===== src/rtl/rect_char_buffer.sv =====
// rect_char_buffer: cursor-addressed ROWS x COLS character buffer with a 1-cycle read port and self-timed clear
module rect_char_buffer #(
   parameter int         ROWS      = 16,
   parameter int         COLS      = 16,
   parameter logic [6:0] FILL_CHAR = 7'h20
) (
   input  logic       clk,
   input  logic       rst,
   input  logic [7:0] char_xy,
   output logic [6:0] char_code,
   input  logic       cmd_valid,
   output logic       cmd_ready,
   input  logic [1:0] cmd_op,
   input  logic [7:0] cmd_data,
   output logic       busy,
   output logic [7:0] cursor_xy
);
   typedef enum logic {S_CLEAR, S_IDLE} state_t;
   localparam logic [1:0] OP_PUTC = 2'b00, OP_NL = 2'b01, OP_SETPOS = 2'b10, OP_CLEAR = 2'b11;
   state_t state;
   logic [6:0] mem [256];
   logic [7:0] clr_cnt, waddr, raddr;
   logic [6:0] wdata;
   logic [3:0] row, col, nrow, ncol, srow, scol;
   logic acc, we, rd_ok;
   assign cursor_xy = {row, col};
   // write-port selection, cursor arithmetic and read-address mapping
   always_comb begin
      acc = cmd_valid && cmd_ready;
      we = !rst && (state == S_CLEAR || (acc && cmd_op == OP_PUTC));
      waddr = state == S_CLEAR ? clr_cnt : {4'd0, row} * 8'(COLS) + {4'd0, col};
      wdata = state == S_CLEAR ? FILL_CHAR : cmd_data[6:0];
      ncol = col == 4'(COLS - 1) ? 4'd0 : col + 4'd1;
      nrow = row == 4'(ROWS - 1) ? 4'd0 : row + 4'd1;
      srow = {1'b0, cmd_data[7:4]} < 5'(ROWS) ? cmd_data[7:4] : 4'(ROWS - 1);
      scol = {1'b0, cmd_data[3:0]} < 5'(COLS) ? cmd_data[3:0] : 4'(COLS - 1);
      rd_ok = {1'b0, char_xy[7:4]} < 5'(ROWS) && {1'b0, char_xy[3:0]} < 5'(COLS);
      raddr = {4'd0, char_xy[7:4]} * 8'(COLS) + {4'd0, char_xy[3:0]};
   end
   // clear engine, command handling and registered handshake outputs
   always_ff @(posedge clk) begin
      if (rst) begin
         state <= S_CLEAR;
         clr_cnt <= 8'd0;
         row <= 4'd0;
         col <= 4'd0;
         cmd_ready <= 1'b0;
         busy <= 1'b1;
      end else if (state == S_CLEAR) begin
         clr_cnt <= clr_cnt + 8'd1;
         if (clr_cnt == 8'(ROWS * COLS - 1)) begin
            state <= S_IDLE;
            cmd_ready <= 1'b1;
            busy <= 1'b0;
         end
      end else if (acc) begin
         case (cmd_op)
            OP_PUTC: begin
               col <= ncol;
               row <= col == 4'(COLS - 1) ? nrow : row;
            end
            OP_NL: begin
               col <= 4'd0;
               row <= nrow;
            end
            OP_SETPOS: begin
               row <= srow;
               col <= scol;
            end
            default: begin
               state <= S_CLEAR;
               clr_cnt <= 8'd0;
               row <= 4'd0;
               col <= 4'd0;
               cmd_ready <= 1'b0;
               busy <= 1'b1;
            end
         endcase
      end
   end
   // single write port; memory contents are not reset
   always_ff @(posedge clk) begin
      if (we) mem[waddr] <= wdata;
   end
   // read-first registered read; out-of-range coordinates return the fill code
   always_ff @(posedge clk) begin
      char_code <= rst ? 7'd0 : rd_ok ? mem[raddr] : FILL_CHAR;
   end
endmodule


===== config.mk =====
export PLATFORM = sky130hd
export DESIGN_NAME = rect_char_buffer
export DESIGN_NICKNAME = d
export VERILOG_FILES = /design/src/rtl/rect_char_buffer.sv
export SDC_FILE = /design/constraint.sdc
export NUM_CORES = 2
export LEC_CHECK = 0
export ABC_AREA = 1
export ABC_CLOCK_PERIOD_IN_PS = 12700
export CAP_MARGIN = 20
export CORE_MARGIN = 3
export CORE_UTILIZATION = 49
export DETAILED_ROUTE_END_ITERATION = 8
export PLACE_DENSITY = 0.7
export SETUP_SLACK_MARGIN = 0.2
export SLEW_MARGIN = 20
export SYNTH_ARGS = -nofsm -noshare
export SYNTH_HDL_FRONTEND = slang
export SYNTH_SLANG_ARGS = --single-unit

===== constraint.sdc =====
create_clock -name clk -period 12.7 [get_ports clk]
set_clock_uncertainty 0.1 [all_clocks]
set_input_delay 1.905 -clock clk [delete_from_list [all_inputs] [get_ports clk]]
set_output_delay 1.905 -clock clk [all_outputs]
set_load 0.005 [all_outputs]

==> metrics.txt <==
PortBufs 37; setup ws final roughly 6700 ps; DR DRC count 0; initial antenna violation count 3; Worst R2R End mem[1][0]; # rows 142; max-slew violations 0; leading area contributor after synthesis edfxtp_1; Worst EP required 13320 ps; Post-synth EDFFs 1792; H-tree depth 4; Max clock buf depth 3; All-Layer GR Usage around a quarter; share of layout cells above drive strength 1 under 10%; GR Overflow Total 0; Crit Path Category primary input to flop; Main synth FF type edfxtp_1; clock sink count around 1800; core area about 150000 um^2; reg2reg start state; syn_nets between 6000 and 7000; dpl ws 6280 ps; first-pass GRT wire length 293 mm; DR vias ~50000; Area Overhead vs Synth 9.28%; worst slew pin tran approximately 1200 ps; async set or reset register ratio after synthesis 0%; minimum clock period 6000 ps; final instance area roughly 81000 um^2; Tcrit/Tclk final a little under half; max_slew headroom roughly 19%; Mapped Area 74500 um^2; drt initial violations 6949; hold depth 2; largest net degree at the start of global routing ~260; IO Pins 38; max-cap check violation count 0; Netlist cell types 34; placed inst area between 70000 and 80000 um^2; RSZ-0062 raised after global routing no; CP Capture Type flop; P_leak between 20 and 30 nW; Worst setup SP type primary input; height of the die slightly below 400 um; vias per inst around 5.8; Ant. Diodes 0; Initial DRT Pass Iterations 6; synth cell count leaders 2041 x nand2_1, 1792 x edfxtp_1, 1694 x nand3_1; Worst R2R Path Depth 7; count leader, synth nand2_1; hold bufs inserted after CTS 0; CTS Buf Count between 150 and 200; fmax around 170 MHz; Die W 396 um; Clk Latency, worst-skew pair a little over 800 ps; Final ANT Viol Nets 0; Pwr per Cell Area approximately 150 nW/um^2; Max FO, Critical Path about 250; Critical Path AT approximately 6600 ps; full die area 157000 um^2; Worst R2R Setup Slack approximately 8000 ps; Fillers roughly 12000; post_cts resized 0; average size of a mapped cell 11.6 um^2; post-synthesis sequential area ratio 72.9%; Hold EP cmd_ready; status completed; Final #Nets 6299; post-CTS setup buffers 0; Synth area leaders edfxtp_1 72%, nand3_1 11%, nand2_1 10%, buf_2 1.6%, nor2_1 1.5%; routability cong. between 0.8 and 0.9; routed wire length 194 mm; Root Driver clkbuf_16; Setup violations, final 0; top cell type's share of synthesized area between 70% and 80%; number of global-route vias before repair between 40000 and 50000; Final Hold Fails 0; CTS tree built; TNS Setup 0 ps; Hold Startpoint cmd_ready; worst vdd ir around 160 uV; post-DP HPWL about 110 mm; Worst-path clk slew roughly 60 ps; post-synthesis instance total between 6000 and 7000; drt wl/cell 23.0 um; Yosys reg bits about 1800; Starting Density 49.5%; worst hold path type flop to flop; Yosys warning count 0
-- state kept, by name, summed over array words and instances, names as in the netlist --
register and count:
busy 1, char_code 7, col 4, cmd_ready 1, row 4, state 1
mem 1792, clr_cnt 8
-- routing by layer --
layer	track usage (%)	routed length (um)
met3	4.93	21200
met2	37.6	89300
met4	8.80	6520
met1	34.8	76900
met5	0	14
-- cells by family after synthesis --
group           share of synthesized area (%)
compound gates                          0.438
flops                                    72.9
fa+ha+maj                              0.0504
simple gates                             23.2
xor+xnor                               0.0118
buf+inv                                  3.36
-- worst max-delay path, cell delays in order --
cell,delay [ps]
buf_8,200
inv_16,490
buf_4,860
buf_12,790
nand2_1,110
nand3_1,140
nand3_1,140
nand3_1,180
nand3_1,90
nand2_1,180
nand2_1,90
nand3_1,120
nand3_1,290
a21oi_1,280
-- where the power goes --
part           switching [mW]  total [mW]  internal (mW)
logic                   0.431       0.583          0.152
clock network            2.21        5.12           2.91
registers             0.00581        6.50           6.49
total                    2.65        12.2           9.56
-- worst max-delay path by stage --
| stage | depth (start not counted) | slack [ps] | startpoint | end |
|---|---|---|---|---|
| 2_1_floorplan | 2 | 7130 | cmd_data[0] | mem[0][0] |
| 3_3_place_gp | 6 | 6120 | rst | mem[189][4] |
| 3_5_place_dp | 14 | 6280 | char_xy[0] | char_code[6] |
| 4_1_cts | 14 | 7130 | char_xy[0] | char_code[5] |
| 5_1_grt | 14 | 6680 | char_xy[0] | char_code[5] |
| 6_report | 14 | 6700 | char_xy[0] | char_code[0] |
-- through the flow --
stage	power, mW	hold slack [ps]	instances	util [%]
finish	12.2	389	8442	54.1
global route	12.5	418	8442	54.1
CTS	12.2	388	8441	54.1
detailed placement	7.20	376	8109	50.4
global placement	7.19	373	8109	50.4
floorplan	7.02	362	6420	-
-- cells in the final DEF (no fill, tap or decap), drive strengths merged, types with 18 or more instances in the layout --
cell,netlist,final
buf,332,73
nor2,299,299
clkdlybuf4s50,0,31
nand3,1694,1694
nand2,2041,2041
clkinv,1,65
clkbuf,99,242
dfxtp,26,26
inv,67,78
edfxtp,1792,1792
o21ai,18,18
a21oi,23,23
-- layout make-up --
class,instances,area (um^2),area share (%)
Sequential cell,1818,54300,66.7
Multi-Input combinational cell,4103,17700,21.7
Clock buffer,241,4830,5.93
Tap cell,2016,2520,3.10
Timing Repair Buffer,105,940,1.15
Clock inverter,91,785,0.963
Inverter,68,334,0.410
Power figures use the tool's default switching activity.
